File: config.mk
export PLATFORM = sky130hd
export DESIGN_NAME = rc4_cipher_packer_flat
export DESIGN_NICKNAME = d
export VERILOG_FILES = /design/src/rtl/rc4_cipher_packer_if.sv /design/src/rtl/rc4_cipher_packer.sv /design/src/flat_wrapper.sv
export SDC_FILE = /design/constraint.sdc
export NUM_CORES = 1
export LEC_CHECK = 0
export ABC_AREA = 1
export BUFFER_PORTS_ARGS = -buffer_cell sky130_fd_sc_hd__buf_2
export CORE_MARGIN = 2
export CORE_UTILIZATION = 35
export DETAILED_ROUTE_END_ITERATION = 8
export RECOVER_POWER = 100
export SETUP_SLACK_MARGIN = 0.1
export SKIP_LAST_GASP = 1
export SYNTH_ARGS = -nofsm -noshare
export SYNTH_HDL_FRONTEND = slang
export SYNTH_SLANG_ARGS = --single-unit
File: constraint.sdc
create_clock -name clock -period 11.6 [get_ports clock]
set_clock_uncertainty 0.2 [all_clocks]
set_input_delay 0.58 -clock clock [delete_from_list [all_inputs] [get_ports clock]]
set_output_delay 0.58 -clock clock [all_outputs]
set_load 0.05 [all_outputs]
File: src/rtl/rc4_cipher_packer_if.sv
// Word-side and byte-side signal bundle for rc4_cipher_packer.
// slave = the packer, master = the RC4 core / consumer side driving it.
interface rc4_cipher_packer_if;
    logic [7:0]  din;
    logic        din_valid;
    logic        flush;
    logic [31:0] dout;
    logic [2:0]  dout_bytes;
    logic        dout_valid;
    logic        dout_ready;
    logic        almost_full;
    logic        overflow;
    logic        clear_overflow;

    modport slave (
        input  din, din_valid, flush, dout_ready, clear_overflow,
        output dout, dout_bytes, dout_valid, almost_full, overflow
    );

    modport master (
        output din, din_valid, flush, dout_ready, clear_overflow,
        input  dout, dout_bytes, dout_valid, almost_full, overflow
    );
endinterface

File: src/rtl/rc4_cipher_packer.sv
// Packs the RC4 ciphertext byte stream into 32-bit words behind a show-ahead FIFO.
// Define CIPHER_PACKER_BIG_ENDIAN_EN for big-endian (left-aligned) packing.
module rc4_cipher_packer #(
    parameter int unsigned FIFO_DEPTH   = 8,
    parameter int unsigned AFULL_MARGIN = 2
) (
    input  logic                 clock,
    input  logic                 rst_n,
    rc4_cipher_packer_if.slave   bus
);
    localparam int unsigned AW = (FIFO_DEPTH > 1) ? $clog2(FIFO_DEPTH) : 1;
    localparam logic [AW:0] FULL_LVL  = (AW+1)'(FIFO_DEPTH);
    localparam logic [AW:0] AFULL_LVL = (AW+1)'(FIFO_DEPTH - AFULL_MARGIN);

    logic [31:0]   pack_q, pack_d;
    logic [1:0]    cnt_q, cnt_d;
    logic [31:0]   merged;
    logic [2:0]    merged_cnt;
    logic          push;
    logic          pop;
    logic          full;
    logic          push_ok;
    logic          drop;

    logic [34:0]   mem_q [FIFO_DEPTH];
    logic [AW-1:0] wr_ptr_q, rd_ptr_q;
    logic [AW:0]   occ_q, occ_d;
    logic [34:0]   head;
    logic [34:0]   last_q;
    logic          overflow_q;

    // The incoming byte is merged first, so a flush in the same cycle carries it.
    always_comb begin
        merged = pack_q;
        if (bus.din_valid) begin
`ifdef CIPHER_PACKER_BIG_ENDIAN_EN
            case (cnt_q)
                2'd0:    merged[31:24] = bus.din;
                2'd1:    merged[23:16] = bus.din;
                2'd2:    merged[15:8]  = bus.din;
                default: merged[7:0]   = bus.din;
            endcase
`else
            case (cnt_q)
                2'd0:    merged[7:0]   = bus.din;
                2'd1:    merged[15:8]  = bus.din;
                2'd2:    merged[23:16] = bus.din;
                default: merged[31:24] = bus.din;
            endcase
`endif
        end
        merged_cnt = {1'b0, cnt_q} + {2'b00, bus.din_valid};
        push       = (merged_cnt == 3'd4) || (bus.flush && (merged_cnt != 3'd0));
        if (push) begin
            pack_d = '0;
            cnt_d  = '0;
        end else begin
            pack_d = merged;
            cnt_d  = merged_cnt[1:0];
        end
    end

    assign head    = mem_q[rd_ptr_q];
    assign full    = (occ_q == FULL_LVL);
    assign pop     = (occ_q != '0) && bus.dout_ready;
    assign push_ok = push && (!full || pop);
    assign drop    = push && full && !pop;

    always_comb begin
        occ_d = occ_q;
        case ({push_ok, pop})
            2'b10:   occ_d = occ_q + (AW+1)'(1);
            2'b01:   occ_d = occ_q - (AW+1)'(1);
            default: occ_d = occ_q;
        endcase
    end

    always_ff @(posedge clock or negedge rst_n) begin
        if (!rst_n) begin
            pack_q     <= '0;
            cnt_q      <= '0;
            wr_ptr_q   <= '0;
            rd_ptr_q   <= '0;
            occ_q      <= '0;
            last_q     <= '0;
            overflow_q <= 1'b0;
        end else begin
            pack_q <= pack_d;
            cnt_q  <= cnt_d;
            occ_q  <= occ_d;
            if (push_ok) wr_ptr_q <= wr_ptr_q + AW'(1);
            if (pop) begin
                rd_ptr_q <= rd_ptr_q + AW'(1);
                last_q   <= head;
            end
            if (drop)
                overflow_q <= 1'b1;
            else if (bus.clear_overflow)
                overflow_q <= 1'b0;
        end
    end

    // Storage needs no reset: entries are only visible while occupancy covers them.
    always_ff @(posedge clock) begin
        if (push_ok) mem_q[wr_ptr_q] <= {merged_cnt, merged};
    end

    // When empty, the outputs hold the last popped entry (zero after reset).
    assign bus.dout_valid  = (occ_q != '0);
    assign bus.dout        = bus.dout_valid ? head[31:0]  : last_q[31:0];
    assign bus.dout_bytes  = bus.dout_valid ? head[34:32] : last_q[34:32];
    assign bus.almost_full = (occ_q >= AFULL_LVL);
    assign bus.overflow    = overflow_q;

endmodule

File: src/flat_wrapper.sv
// flat-port wrapper written by rule: the top's interface ports become plain ports
module rc4_cipher_packer_flat 
#(
    parameter int unsigned FIFO_DEPTH   = 8,
    parameter int unsigned AFULL_MARGIN = 2
)
  (clock, rst_n, bus_din, bus_din_valid, bus_flush, bus_dout_ready, bus_clear_overflow, bus_dout, bus_dout_bytes, bus_dout_valid, bus_almost_full, bus_overflow);
  rc4_cipher_packer_if bus_i ();
  input  logic clock;
  input  logic rst_n;
  input wire logic [$bits(bus_i.din)-1:0] bus_din;
  input wire logic [$bits(bus_i.din_valid)-1:0] bus_din_valid;
  input wire logic [$bits(bus_i.flush)-1:0] bus_flush;
  input wire logic [$bits(bus_i.dout_ready)-1:0] bus_dout_ready;
  input wire logic [$bits(bus_i.clear_overflow)-1:0] bus_clear_overflow;
  output wire logic [$bits(bus_i.dout)-1:0] bus_dout;
  output wire logic [$bits(bus_i.dout_bytes)-1:0] bus_dout_bytes;
  output wire logic [$bits(bus_i.dout_valid)-1:0] bus_dout_valid;
  output wire logic [$bits(bus_i.almost_full)-1:0] bus_almost_full;
  output wire logic [$bits(bus_i.overflow)-1:0] bus_overflow;
  assign bus_i.din = bus_din;
  assign bus_i.din_valid = bus_din_valid;
  assign bus_i.flush = bus_flush;
  assign bus_i.dout_ready = bus_dout_ready;
  assign bus_i.clear_overflow = bus_clear_overflow;
  assign bus_dout = bus_i.dout;
  assign bus_dout_bytes = bus_i.dout_bytes;
  assign bus_dout_valid = bus_i.dout_valid;
  assign bus_almost_full = bus_i.almost_full;
  assign bus_overflow = bus_i.overflow;
  rc4_cipher_packer #(.FIFO_DEPTH(FIFO_DEPTH), .AFULL_MARGIN(AFULL_MARGIN)) u_core (.clock(clock), .rst_n(rst_n), .bus(bus_i));
endmodule
# == After elaboration in Yosys (flattened, before gate mapping) ==
# Memory sizes are Yosys's and may differ from the RTL's.
# Index checks and enable logic that the tools add are counted.
# W data, S select, Z words.
# classes
addsub,5
order_cmp,1
eq_ne,6
muxes,14
n_reduce_logical,15
# op_table
op,n
$mux W32,3
$mux W8,4
$pmux W4 S2,1
$add A3 B1 Y3 const B,2
$logic_and A1 B1 Y1,5
$add A4 B1 Y4 const B,1
$eq A2 B1 Y1 const B,2
$eq A2 B2 Y1 const B,2
$eq A4 B4 Y1 const B,1
$ge A4 B3 Y1 const B,1
$mux W1,4
$reduce_bool A2 Y1,2
$reduce_bool A4 Y1,1
$sub A4 B1 Y4 const B,1
$add A2 B1 Y3,1
$eq A3 B3 Y1 const B,1
$mux W3,1
$reduce_bool A3 Y1,1
$reduce_or A3 Y1,1
$logic_not A1 Y1,2
$logic_not A2 Y1,1
$logic_or A1 B1 Y1,2
$mux W2,1
# word_totals
reg_bits,80
ramBits,280
out_inout_bits,38
n_memories,1
# memory_table
name,words,word_bits,read_ports,rd_clocked_by_memory_dff,wr,line,source
u_core.mem_q,8,35,1,0,1,rc4_cipher_packer.sv:25,logic [34:0] mem_q [FIFO_DEPTH];

# == Logic depth before layout (Yosys ltp) ==
# Gate-level depths: netlist of the first run.
# depth
ltp_word,7
mapped_depth,16
ltp_nobuf,15

# == Worst setup path after synthesis of the first run ==
# Ideal clock, no wire load.
# synth_path
path_type,input-to-reg
from,input bus_din_valid
to,memory u_core.mem_q[0][0] (enable)
arrival_time_ps,4108
t_required_ps,10929
slack_ps,6821
path_stages,8
n_path_buf,1
path_cell_list,ha_1 -> ha_1 -> inv_1 -> nand3_1 -> nand2_2 -> nand2_1 -> buf_2 -> nor3_1
# synth_between
elab_chain_len,7
word_cells_on_any_way,8
classes_between,add/sub: 1; eq/ne: 1; mux: 2; reduce/logical: 4
# synth_lines
element,line,source
from (decl),flat_wrapper.sv:12,input wire logic [$bits(bus_i.din_valid)-1:0] bus_din_valid;
$add A2 B1 Y3 (*),rc4_cipher_packer.sv:52,"merged_cnt = {1'b0, cnt_q} + {2'b00, bus.din_valid};"
named net u_core.merged_cnt[1],rc4_cipher_packer.sv:18,logic [2:0] merged_cnt;
$reduce_bool A3 Y1,rc4_cipher_packer.sv:53,push = (merged_cnt == 3'd4) || (bus.flush && (merged_cnt != 3'd0));
$logic_and A1 B1 Y1,rc4_cipher_packer.sv:53,
$logic_or A1 B1 Y1 (*),rc4_cipher_packer.sv:53,
$logic_and A1 B1 Y1 (*),rc4_cipher_packer.sv:66,assign push_ok = push && (!full || pop);
$mux W1 (*),rc4_cipher_packer.sv:105,"if (push_ok) mem_q[wr_ptr_q] <= {merged_cnt, merged};"
$mux W1 (implied by the code) (*),rc4_cipher_packer.sv:105,
to (decl),rc4_cipher_packer.sv:25,
# The timed path passes the listed nets; every way through them passes the cells marked *.

# == Worst setup path in the final report of the first run ==
# layout_path
from,register u_core.rd_ptr_q[0]
to,output bus_dout_bytes[2]
# layout_between
elab_chain_len,2
# layout_lines
element,line,source
from (decl),rc4_cipher_packer.sv:26,"logic [AW-1:0] wr_ptr_q, rd_ptr_q;"
from (signal assigned),rc4_cipher_packer.sv:93,rd_ptr_q <= rd_ptr_q + AW'(1);
$mem_v2 Z8 W35,-,
$mux W3,rc4_cipher_packer.sv:111,assign bus.dout_bytes = bus.dout_valid ? head[34:32] : last_q[34:32];
to (decl),flat_wrapper.sv:17,output wire logic [$bits(bus_i.dout_bytes)-1:0] bus_dout_bytes;
# Every way passes these cells.

==> out/metrics.cfg, run 1 <==
[route]
num_vias = 10025
drtAntennaViolNets = 0
drt_pass1_iterations = 5
drt_iter0_drc = 1044
wire_per_inst_um = 18.0
drt-total-wl_um = 36800
vias_per_cell = 4.90
drc = 0

[floorplanning]
dieWidth_um = 212
die-area_mm2 = 0.0450
num_rows = 76
core_area_mm2 = 0.0429
dieHeight_um = 212
initial_core_util_pct = 35.4
io_pins = 52

[grt]
grt_usage_pct = 16.6
grt_max_degree = 101
antenna_found_initial = 3
first_global_vias = 9595
grt-ovfl-total = 0
grt_pass1_wl_um = 56500

[clock_network]
cts_hold_buf = 1
insertion_delay_ns = 0.52
cts_buffers = 38
cts_setup_buffers = 0
cts-root-buf = clkbuf_16
cts.sinks = 360
clockBufferDepth = 3
h-tree-depth = 2
cts_resized = 0
cts_tree = done
clk_pin_slew_ns = 0.06

[timing]
rsz0062_at_grt = no
tns_ns = 0
drv_slew = 538
fin_hold_ws_ns = 0.0370
fmax_ghz = 0.131
slew_headroom_pct = -209
hold_violations = 0
fin_crit_sh_pct = 65.8
setup_viol = 0
tightest_slew_ns = 4.63
period_minus_slack_ns = 7.63

[power]
power_leakage_nw = 6.60
vdd_drop_max_mv = 0.158
p_per_area_mw_per_mm2 = 319

[worst_setup_path]
r2r_end = u_core.last_q[2]$_DFFE_PN0P_
worstSetupStartpointType = flop
critPathRequiredTime_ns = 10.82
crit_fanout = 96
crit_type = reg2out
r2r_setup_slack_ns = 5.06
r2r-start = u_core.occ_q[2]$_DFFE_PN0P_
worstSetupEndpointType = primary output
arrival_ns = 6.85
reg2reg_depth = 7

[hold_path]
min_path_cells = 2
whs_endpoint = u_core.bus.overflow$_DFFE_PN0P_
hold_path_class = in2reg
min-delay-start = bus_clear_overflow

[synth]
synthDistinctLibCells = 31
yosys-top-cells-count = 295 x nor2_1, 280 x edfxtp_1, 190 x nand2_1
async_reset_ff_share_pct = 22.2
synth_ff_type = edfxtp_1
synth_area_per_cell_um2 = 10.8
yosys.area.top_type_share_pct = 55.4
synth.cell_area_mm2 = 0.0152
yosysWarningCount = 0
syn-num-nets = 1419
yosys.area.top_type = edfxtp_1
synth_area_leaders = edfxtp_1 55%, dfrtp_1 13%, nor2_1 7.3%
synth-edff-count = 280
synth.ff_latch_count = 360
ys_seq_area_share_pct = 68.6
syn-instance-count = 1398
yosysMostFrequentCell = nor2_1

[placement]
dp_hpwl_um = 19300
post-place-cells = 1974
gp_congestion = 0.735
numPortBuffers = 51

[layout]
drive_gt1_share_pct = 7.12
final_util_pct = 39.6
fin_cells = 2046
nets = 1451
syn2layout_area_growth_pct = 12.1

[run_status]
violations = capacitance limit, slew limit
status = finished with violations

[flow_run]
cap_violations = 12

metrics by stage:
stage | power, mW | setup slack, ns | cell area [um2]
CTS | 5.48 | 7.18 | 17100
finish | 5.43 | 3.97 | 17000
global route | 5.78 | 3.49 | 17000
global placement | 4.21 | 7.50 | 15800
floorplan | 3.67 | 6.82 | 15200
detailed placement | 4.25 | 7.44 | 15800
critical path, stage by stage (launching register included):
cell      delay [ns]
dfrtp_1         1.53
clkbuf_1        3.25
nor2_1          0.17
nor2_1          0.21
o21ai_0         0.11
nand3_1         0.15
nand3_1         0.09
nand2_1         0.16
clkbuf_1        0.49
how the worst max path moves through the flow:
stage          depth (start not counted)                            to  slack (ns)                           start
2_1_floorplan                          8  u_core.mem_q[0][0]$_DFFE_PP_        6.82                   bus_din_valid
3_3_place_gp                          15   u_core.occ_q[2]$_DFFE_PN0P_        7.50                   bus_din_valid
3_5_place_dp                          15   u_core.occ_q[2]$_DFFE_PN0P_        7.44                   bus_din_valid
4_1_cts                                7                   bus_dout[4]        7.18  u_core.rd_ptr_q[0]$_DFFE_PN0P_
5_1_grt                                8                  bus_dout[10]        3.49  u_core.rd_ptr_q[0]$_DFFE_PN0P_
6_report                               8             bus_dout_bytes[2]        3.97  u_core.rd_ptr_q[0]$_DFFE_PN0P_
metal layers:
layer  vias to the layer above  wire, um  share of wire, %  GRT usage [%]
met3                        57      2090               5.7           2.78
li1                       4823         -                 -              -
met1                      4882     16800                46           23.0
met2                       259     17200                47           27.2
met5                         -        27             0.073              0
met4                         4       731               2.0           4.59
report_power, final:
group	total, mW	internal (mW)	switching, mW
clock network	1.22	0.742	0.480
logic	2.18	0.523	1.66
registers	2.03	1.86	0.170
layout make-up:
cell class,count,area [um2]
timing repair buffer,66,312
fill,4071,25900
inverter,97,372
multi-input combinational,867,3890
tap,585,732
clock buffer,59,1170
antenna,1,2.50
clock inverter,11,106
sequential,360,10400
cells by family (layout without fill, tap and decap cells):
family / count (synthesis) / after routing / share of synthesized area (%)
compound gates: 205 / 205 / 7.17
xor+xnor: 6 / 6 / 0.346
fa+ha+maj: 7 / 7 / 0.577
buf+inv: 171 / 233 / 5.55
flops: 360 / 360 / 68.6
other cells: 0 / 1 / 0
simple gates: 649 / 649 / 17.7
cells in the final DEF (no fill, tap or decap), types with 2 or more instances in the layout:
cell type	instances
nor2_1	296
edfxtp_1	280
nand2_1	193
nand3_1	147
inv_1	91
o21ai_0	79
dfrtp_1	79
o21ai_1	75
clkbuf_16	42
clkbuf_1	38
buf_2	34
a21oi_1	26
a211oi_1	24
nor3_1	8
ha_1	7
clkbuf_8	6
clkinv_2	5
xor2_1	5
clkinv_1	4
buf_4	4
inv_4	2
bufinv_16	2
clkinvlp_4	2
sequential cells by signal, indices dropped and copies added (netlist names):
signal and cells:
u_core.bus.overflow 1, u_core.cnt_q 2, u_core.last_q 35, u_core.mem_q 280, u_core.occ_q 4, u_core.pack_q 32
u_core.rd_ptr_q 3, u_core.wr_ptr_q 3
(Power assumes the default switching activity.)
==> run 2, diff against run 1 <==
==> constraint.sdc (replaced) <==
create_clock -name clock -period 7.6 [get_ports clock]
set_clock_uncertainty 0.2 [all_clocks]
set_input_delay 0.38 -clock clock [delete_from_list [all_inputs] [get_ports clock]]
set_output_delay 0.38 -clock clock [all_outputs]
set_load 0.05 [all_outputs]
==> out/metrics.cfg, run 2 (synthesis gave the netlist of run 1 again) <==
[power]
p_per_area_mw_per_mm2 = 482  ; +51%
vdd_drop_max_mv = 0.235  ; +49%
p_int_mw = 4.68  ; +50%
comb_power_share_pct = 39.9  ; -0.3 points
power_leakage_nw = 6.58  ; -0.35%
clockPowerShare_pct = 22.6  ; about the same
p_seq_share_pct = 37.6  ; +0.3 points
p_sw_mw = 3.52  ; +52%
swShare_pct = 42.9  ; +0.36 points

[clock_network]
clk_pin_slew_ns = 0.06  ; about the same
cts.sinks = 360  ; unchanged
cts_setup_buffers = 0  ; unchanged
cts_resized = 0  ; unchanged
cts_hold_buf = 2  ; +1
cts_buffers = 38  ; unchanged
h-tree-depth = 2  ; unchanged
cts_tree = done
clockBufferDepth = 3  ; unchanged
insertion_delay_ns = 0.52  ; about the same
cts-root-buf = clkbuf_16

[grt]
grt_pass1_wl_um = 56300  ; -0.30%
grt_max_degree = 101  ; unchanged
grt_usage_pct = 16.6  ; -0.073 points
first_global_vias = 9678  ; +0.87%
antenna_found_initial = 3  ; unchanged
grt-ovfl-total = 0  ; unchanged

[timing]
period_minus_slack_ns = 5.62
fmax_ghz = 0.178
rsz0062_at_grt = no
drv_slew = 182  ; -66%
slew_headroom_pct = -80.7  ; +130 points
fin_crit_sh_pct = 74.0
hold_violations = 0  ; unchanged
tns_ns = 0  ; unchanged
setup_viol = 0  ; unchanged
tightest_slew_ns = 2.71  ; -1.92 ns

[layout]
regMostFlops = u_core.mem_q
mostFrequentLayoutCells = 295 x nor2_1, 280 x edfxtp_1, 194 x nand2_1
layout_commonest_cell = nor2_1
multiInputGateArea_mm2 = 0.00390  ; +0.42%
fill_cells = 4081  ; +0.25%
largest_register_ffs = 280  ; unchanged
syn2layout_area_growth_pct = 12.2  ; about the same
drive_gt1_share_pct = 6.37  ; -0.76 points
finalInstanceArea_mm2 = 0.0170  ; about the same
nets = 1452  ; +0.069%
register_area_mm2 = 0.0104  ; about the same
largest_registers = u_core.mem_q: 280 flops, u_core.last_q: 35 flops, u_core.pack_q: 32 flops
fin_cells = 2047  ; +0.049%

[route]
drt_pass1_iterations = 5  ; unchanged
drt-total-wl_um = 36800  ; about the same
vias_per_cell = 4.83  ; -1.5%
wire_per_inst_um = 18.0  ; -0.11%
num_vias = 9882  ; -1.4%
drc = 0  ; unchanged
drtAntennaViolNets = 0  ; unchanged
drt_iter0_drc = 874  ; -16%

[run_status]
status = finished with violations
violations = capacitance limit, slew limit

[placement]
gp_congestion = 0.749  ; +1.9%
dp_hpwl_um = 19400  ; +0.58%
placed_area_mm2 = 0.0158  ; unchanged
post-place-cells = 1974  ; unchanged
numPortBuffers = 51  ; unchanged

[flow_run]
cap_violations = 5  ; -7

[worst_setup_path]
worstSetupEndpointType = flop
worstSetupStartpointType = flop
arrival_ns = 5.50  ; -1.35 ns
r2r_setup_slack_ns = 1.98  ; -3.08 ns
critPathRequiredTime_ns = 7.47  ; -3.35 ns
crit_fanout = 37  ; -61%
crit_type = reg2reg

[floorplanning]
dieHeight_um = 212  ; unchanged
dieWidth_um = 212  ; unchanged
die-area_mm2 = 0.0450  ; unchanged
io_pins = 52  ; unchanged
num_rows = 76  ; unchanged
initial_core_util_pct = 35.4  ; unchanged
core_area_mm2 = 0.0429  ; unchanged

[hold_path]
hold_path_class = in2reg

run 2: through the flow:
step / power [mW] / hold slack (ns) / setup WS (ns) / utilization, %
floorplan: 5.61 / -0.116 / 3.00 / -
finish: 8.20 / 0.0869 / 1.98 / 39.7
global placement: 6.43 / 0.102 / 3.73 / 36.9
global route: 8.73 / 0.103 / 1.63 / 39.7
CTS: 8.35 / 0.0621 / 3.41 / 39.9
detailed placement: 6.49 / 0.104 / 3.59 / 36.9
run 2: cell type report:
| class | count | area share (%) |
|---|---|---|
| sequential | 360 | 61.2 |
| multi-input combinational | 867 | 22.9 |
| clock buffer | 57 | 6.80 |
| tap | 585 | 4.30 |
| inverter | 97 | 2.18 |
| timing repair buffer | 67 | 1.87 |
| clock inverter | 13 | 0.655 |
| antenna | 1 | 0.0147 |
run 2: worst paths after layout:
| path | from | end | cells after the start |
|---|---|---|---|
| setup / recovery | u_core.cnt_q[0]$_DFF_PN0_ | u_core.mem_q[7][3]$_DFFE_PP_ | 7 |
| hold / removal | bus_din[6] | u_core.pack_q[6]$_DFF_PN0_ | 3 |
| setup reg to reg | u_core.cnt_q[0]$_DFF_PN0_ | u_core.mem_q[7][3]$_DFFE_PP_ | 7 |
| hold reg to reg | u_core.last_q[33]$_DFFE_PN0P_ | u_core.last_q[33]$_DFFE_PN0P_ | 2 |
| max in group asynchronous | rst_n | u_core.rd_ptr_q[0]$_DFFE_PN0P_ | 3 |
| min in group asynchronous | rst_n | u_core.last_q[22]$_DFFE_PN0P_ | 2 |
run 2: layer usage:
metal,wire length (um),track usage (%),vias to the layer above
met5,33,0,-
met4,747,4.57,4
met3,2340,3.31,61
met2,17400,27.3,264
met1,16300,22.3,4719
li1,-,-,4834
run 2: critical path: stages (launching register included):
cell and delay [ns]:
dfrtp_1 0.41, ha_1 0.20, ha_1 0.43, o21ai_0 0.13, nand2_1 0.98, nand2_1 0.60, nor3_1 0.28, clkbuf_1 1.93
run 2: power by group through the flow:
stage               Clock [mW]  Combinational [mW]  Sequential [mW]
floorplan                    0                2.64             2.97
detailed placement           0                3.38             3.12
global placement             0                3.33             3.10
global route              1.96                3.64             3.13
finish                    1.85                3.27             3.08
CTS                       1.88                3.39             3.08
